--- config.mk ---
export PLATFORM = sky130hd
export DESIGN_NAME = stream_fork
export DESIGN_NICKNAME = d
export VERILOG_FILES = /design/src/rtl/stream_fork_pkg.sv /design/src/rtl/fork_fifo.sv /design/src/rtl/stream_fork.sv
export SDC_FILE = /design/constraint.sdc
export NUM_CORES = 1
export LEC_CHECK = 0
export ABC_CLOCK_PERIOD_IN_PS = 2800
export CORE_ASPECT_RATIO = 1.2
export CORE_MARGIN = 2
export CORE_UTILIZATION = 45
export DETAILED_ROUTE_END_ITERATION = 12
export GPL_TIMING_DRIVEN = 1
export PLACE_DENSITY = 0.8
export SLEW_MARGIN = 20
export SYNTH_ARGS = -nofsm -noshare
export SYNTH_HDL_FRONTEND = slang
export SYNTH_SLANG_ARGS = --single-unit
--- constraint.sdc ---
create_clock -name clk -period 2.8 [get_ports clk]
set_clock_uncertainty 0.1 [all_clocks]
set_input_delay 0.56 -clock clk [delete_from_list [all_inputs] [get_ports clk]]
set_output_delay 0.56 -clock clk [all_outputs]
set_load 0.02 [all_outputs]
--- src/rtl/stream_fork_pkg.sv ---
// Shared definitions for the stream_fork slice: payload width default,
// statistics counter width/type and a saturating increment helper.
// The statistics counters only exist when STREAM_FORK_STAT_EN is defined.
package stream_fork_pkg;

    localparam int DW_DEFAULT = 11;
    localparam int STAT_W     = 16;

    typedef logic [STAT_W-1:0] stat_t;

    // Increment a statistics counter, sticking at all-ones instead of wrapping
    function automatic stat_t sat_inc(input stat_t value, input logic en);
        if (en && (value != '1)) begin
            return value + stat_t'(1);
        end
        return value;
    endfunction

endpackage

--- src/rtl/fork_fifo.sv ---
// One branch buffer of stream_fork: DEPTH-entry FIFO with extended pointers.
// Pointers carry one extra wrap bit so full and empty are distinguishable
// without an occupancy counter. A full FIFO refuses a push even when it pops
// in the same cycle, which keeps full off any combinational pop path.
module fork_fifo
    import stream_fork_pkg::*;
#(
    parameter int DW    = DW_DEFAULT,
    parameter int DEPTH = 2
) (
    input  logic          clk,
    input  logic          rst,
    input  logic          i_push,
    input  logic [DW-1:0] i_dat,
    input  logic          i_pop,
    output logic          o_full,
    output logic          o_empty,
    output logic [DW-1:0] o_dat
);

    localparam int AW = $clog2(DEPTH);
    localparam logic [AW:0] PTR_ONE = {{AW{1'b0}}, 1'b1};

    logic [AW:0]   r_wr;
    logic [AW:0]   r_rd;
    logic [DW-1:0] r_mem [DEPTH];
    logic          w_do_push;
    logic          w_do_pop;

    assign o_full    = (r_wr[AW] != r_rd[AW]) && (r_wr[AW-1:0] == r_rd[AW-1:0]);
    assign o_empty   = (r_wr == r_rd);
    assign w_do_push = i_push && !o_full;
    assign w_do_pop  = i_pop && !o_empty;
    assign o_dat     = r_mem[r_rd[AW-1:0]];

    // Advance write/read pointers; reset empties the buffer at once
    always_ff @(posedge clk or negedge rst) begin
        if (!rst) begin
            r_wr <= '0;
            r_rd <= '0;
        end else begin
            if (w_do_push) r_wr <= r_wr + PTR_ONE;
            if (w_do_pop)  r_rd <= r_rd + PTR_ONE;
        end
    end

    // Payload storage is left unreset; only the pointers decide validity
    always_ff @(posedge clk) begin
        if (w_do_push) r_mem[r_wr[AW-1:0]] <= i_dat;
    end

endmodule

--- src/rtl/stream_fork.sv ---
// stream_fork: duplicates one valid/ready stream onto two branches, each
// buffered by its own fork_fifo so the branches drain independently.
// Upstream ready comes only from registered state (FIFO pointers and a
// run flag), never from rdy1/rdy2.
// Optional feature macro: STREAM_FORK_STAT_EN adds saturating transfer
// counters cnt1/cnt2 and a stall-cycle counter.
module stream_fork
    import stream_fork_pkg::*;
#(
    parameter int DW    = DW_DEFAULT,
    parameter int DEPTH = 2
) (
    input  logic          clk,
    input  logic          rst,
    input  logic          i_dval,
    output logic          i_rdy,
    input  logic [DW-1:0] i_dat,
    output logic          dval1,
    input  logic          rdy1,
    output logic [DW-1:0] d1,
    output logic          dval2,
    input  logic          rdy2,
    output logic [DW-1:0] d2
`ifdef STREAM_FORK_STAT_EN
    ,
    output stat_t         cnt1,
    output stat_t         cnt2,
    output stat_t         stall
`endif
);

    logic r_run;
    logic w_push;
    logic w_full1;
    logic w_full2;
    logic w_empty1;
    logic w_empty2;

    // Ready stays low through reset and rises on the first edge afterwards
    always_ff @(posedge clk or negedge rst) begin
        if (!rst) r_run <= 1'b0;
        else      r_run <= 1'b1;
    end

    assign i_rdy  = r_run && !w_full1 && !w_full2;
    assign w_push = i_dval && i_rdy;
    assign dval1  = !w_empty1;
    assign dval2  = !w_empty2;

    fork_fifo #(.DW(DW), .DEPTH(DEPTH)) u_fifo1 (
        .clk     (clk),
        .rst     (rst),
        .i_push  (w_push),
        .i_dat   (i_dat),
        .i_pop   (rdy1),
        .o_full  (w_full1),
        .o_empty (w_empty1),
        .o_dat   (d1)
    );

    fork_fifo #(.DW(DW), .DEPTH(DEPTH)) u_fifo2 (
        .clk     (clk),
        .rst     (rst),
        .i_push  (w_push),
        .i_dat   (i_dat),
        .i_pop   (rdy2),
        .o_full  (w_full2),
        .o_empty (w_empty2),
        .o_dat   (d2)
    );

`ifdef STREAM_FORK_STAT_EN
    stat_t r_cnt1;
    stat_t r_cnt2;
    stat_t r_stall;

    // Count branch transfers and upstream stall cycles, saturating at all-ones
    always_ff @(posedge clk or negedge rst) begin
        if (!rst) begin
            r_cnt1  <= '0;
            r_cnt2  <= '0;
            r_stall <= '0;
        end else begin
            r_cnt1  <= sat_inc(r_cnt1, dval1 && rdy1);
            r_cnt2  <= sat_inc(r_cnt2, dval2 && rdy2);
            r_stall <= sat_inc(r_stall, i_dval && !i_rdy);
        end
    end

    assign cnt1  = r_cnt1;
    assign cnt2  = r_cnt2;
    assign stall = r_stall;
`endif

endmodule

==> results of run 1 <==
[state kept, by name, summed over array words and instances, names as in the netlist]
signal and cells:
u_fifo1.r_wr 2, r_run 1, u_fifo1.r_mem 22, u_fifo2.r_mem 22, u_fifo1.r_rd 2, u_fifo2.r_wr 2, u_fifo2.r_rd 2
[layer usage]
metal  up-vias  global-route usage
met5         -                   0
met4         0              0.0833
met3         8              0.0391
met2        28               0.249
met1       529               0.200
li1        504                   -
[worst max-delay path: cells and delay by family, from the launching register on]
family	cells	cell delay, ns
multiplexers	1	0.34
flip-flops	1	0.52
buffers and inverters	2	0.76
[kinds of logic after synthesis]
kind of cell,after synthesis
muxes,24
and+or+nand+nor,15
DFF,53
AOI/OAI and AO/OA,2
buffers and inverters,4
xor gates and xnor gates,11
other,1
[metrics by stage]
step                      setup slack, ns  cell area [um^2]  cells  hold slack (ns)
final                               0.223              2650    219            0.393
after floorplan                     0.828              2030    110            0.164
after detailed placement            0.400              2550    211            0.380
after global routing               0.0862              2650    219            0.415
after CTS                          0.0422              2650    219            0.396
after global placement              0.433              2550    211            0.375
[power breakdown]
group	switching [mW]	internal [mW]
sequential	0.108	1.05
combinational	0.620	0.639
clock	0.219	0.223
total	0.947	1.92
[cell type report]
cell class,instances,share of cell area
well taps,56,0.0264
clock inverters,1,0.00189
clock buffers,7,0.0364
flip-flops and latches,53,0.584
multi-input cells,53,0.175
repair buffers,49,0.177
[cells in the mapped netlist, types with 2 or more instances]
cell type,count,share of area
nand2b_1,2,0.0062
nand2_1,7,0.013
edfxtp_1,44,0.65
xor2_1,3,0.013
mux2_2,22,0.12
buf_2,4,0.0099
xnor2_1,7,0.030
nor2_1,2,0.0037
and3_1,2,0.0062
nand3_1,2,0.0049
dfrtp_1,9,0.11
[final timing paths]
kind / start / end / slack [ns] / cells after the start
min reg2reg: u_fifo1.r_wr[1]$_DFFE_PN0P_ / u_fifo1.r_wr[1]$_DFFE_PN0P_ / 0.39 / 1
min: u_fifo1.r_wr[1]$_DFFE_PN0P_ / u_fifo1.r_wr[1]$_DFFE_PN0P_ / 0.39 / 1
min in group asynchronous: rst / u_fifo1.r_rd[1]$_DFFE_PN0P_ / 0.46 / 1
max reg2reg: u_fifo1.r_rd[0]$_DFFE_PN0P_ / u_fifo2.r_mem[0][9]$_DFFE_PP_ / 0.73 / 6
max: u_fifo2.r_rd[0]$_DFFE_PN0P_ / d2[4] / 0.22 / 3
max in group asynchronous: rst / u_fifo2.r_rd[0]$_DFFE_PN0P_ / 1.81 / 1
[repair_timing]
action                                 4_1_cts  5_1_grt
endpoints found under the hold margin        0        0
setup endpoints to repair                    0        1
resized for setup                            0        1
==> flow_summary.ini, run 1 <==
[run_status]
status = finished, final reports clean

[drt]
vias_per_cell = 4.88
highest_layer = met4
first_pass_iters = 4
wire_per_inst_um = 16.2
wl_met2_mm = 1.78
drc = 0
ant_nets = 0
dr_total_vias = 1069
dr_wl_met3_um = 131
wirelength_mm = 3.55
drtIter0Drc = 32
met1_length_mm = 1.56

[clock_network]
cts_sinks = 53
cts.clk_slew.worst_paths_ns = 0.09
cts_tree = yes
root_buffer = clkbuf_8
htree_levels = 2
cts_buffer_depth = 2
cts_hold_buf = 0
numCtsBuffers = 5
postCtsSetupBuffers = 0
clock_latency_ns = 0.30

[worst_setup_path]
critPathArrivalTime_ns = 1.92
cp_data_required_time_ns = 2.14
cp-end-kind = output pin
criticalPathCategory = reg2out
critPathSlowestCell = clkdlybuf4s50_1
slowest_delay_ns = 0.55
cp_cell_sequence = buf_4, mux2_2, clkdlybuf4s50_1
critPathLaunchType = flip-flop
crit_fanout = 11

[finish]
fin_nets = 178
nFillCells = 320
final_cell_mix = edfxtp_1 (44), clkdlybuf4s50_1 (40), mux2_2 (22)
multi_input_area_um2 = 463
register_area_um2 = 1550
final_common_cell = edfxtp_1
n_antenna_cell = 0
drive_above_1_share = 0.264
final_util = 0.617
area_delta_synth_final_pct = 30.6

[logic_synthesis]
synth_top_family_by_area = multiplexers
synth.yosys.seq_area_share = 0.762
synth_seq_cells = 53
synth_xor_area_frac = 0.0512
synth_compound_area_frac = 0.00678
synth-simple-area-share = 0.0339
synthesis.area_um2 = 2030
async_flop_share = 0.170
synth.area.mux_share = 0.134
synthAdderAreaFrac = 0
synth_cell_types = 17
avgSynthCellArea_um2 = 18.4
synth_nets = 126
synth_enable_flop_cells = 44
synth_cells = 110
synth_flop_cell = edfxtp_1
synth_warnings = 0

[placed_design]
placement.io_buffers = 40
place_congestion = 0.728
hpwl_mm = 2.54

[floorplanning]
die_y_um = 77.6
io_pins = 41
design.core.area_um2 = 4290
start_util = 0.473
die_area_um2 = 5070
rows = 26
fp.dieW_um = 65.3

[grt]
grt_first_pass_wirelength_mm = 5.75
grt_max_degree = 16
antenna_found_initial = 0
grt_pass1_vias = 1158
gr-usage-all-layers = 0.158
overflow = 0

[sta]
period_share = 0.920
fin_setup_tns_ns = 0
rsz0062_at_grt = no
fmax_mhz = 388
drv_slew = 0
layout_min_cycle_time_ns = 2.58
hold_viol_final = 0
setup_violations = 0

[min_path]
hp-class = reg2reg

[power_and_ir_drop]
p_per_area_nw_per_um2 = 1080
finalPower_mw = 2.86
max-vdd-ir-drop_mv = 0.463
leakage_nw = 0.948

[job]
max_cap_viol_count = 0
Power figures use the tool's default switching activity.
==> run 2: changes to the inputs <==
CTS_BUF_LIST = sky130_fd_sc_hd__clkbuf_8   (was unset)
SLEW_MARGIN = unset   (was 20)
==> results of run 2 <==
Same layout as run 1: the final DEF is identical, and so are final timing and power.
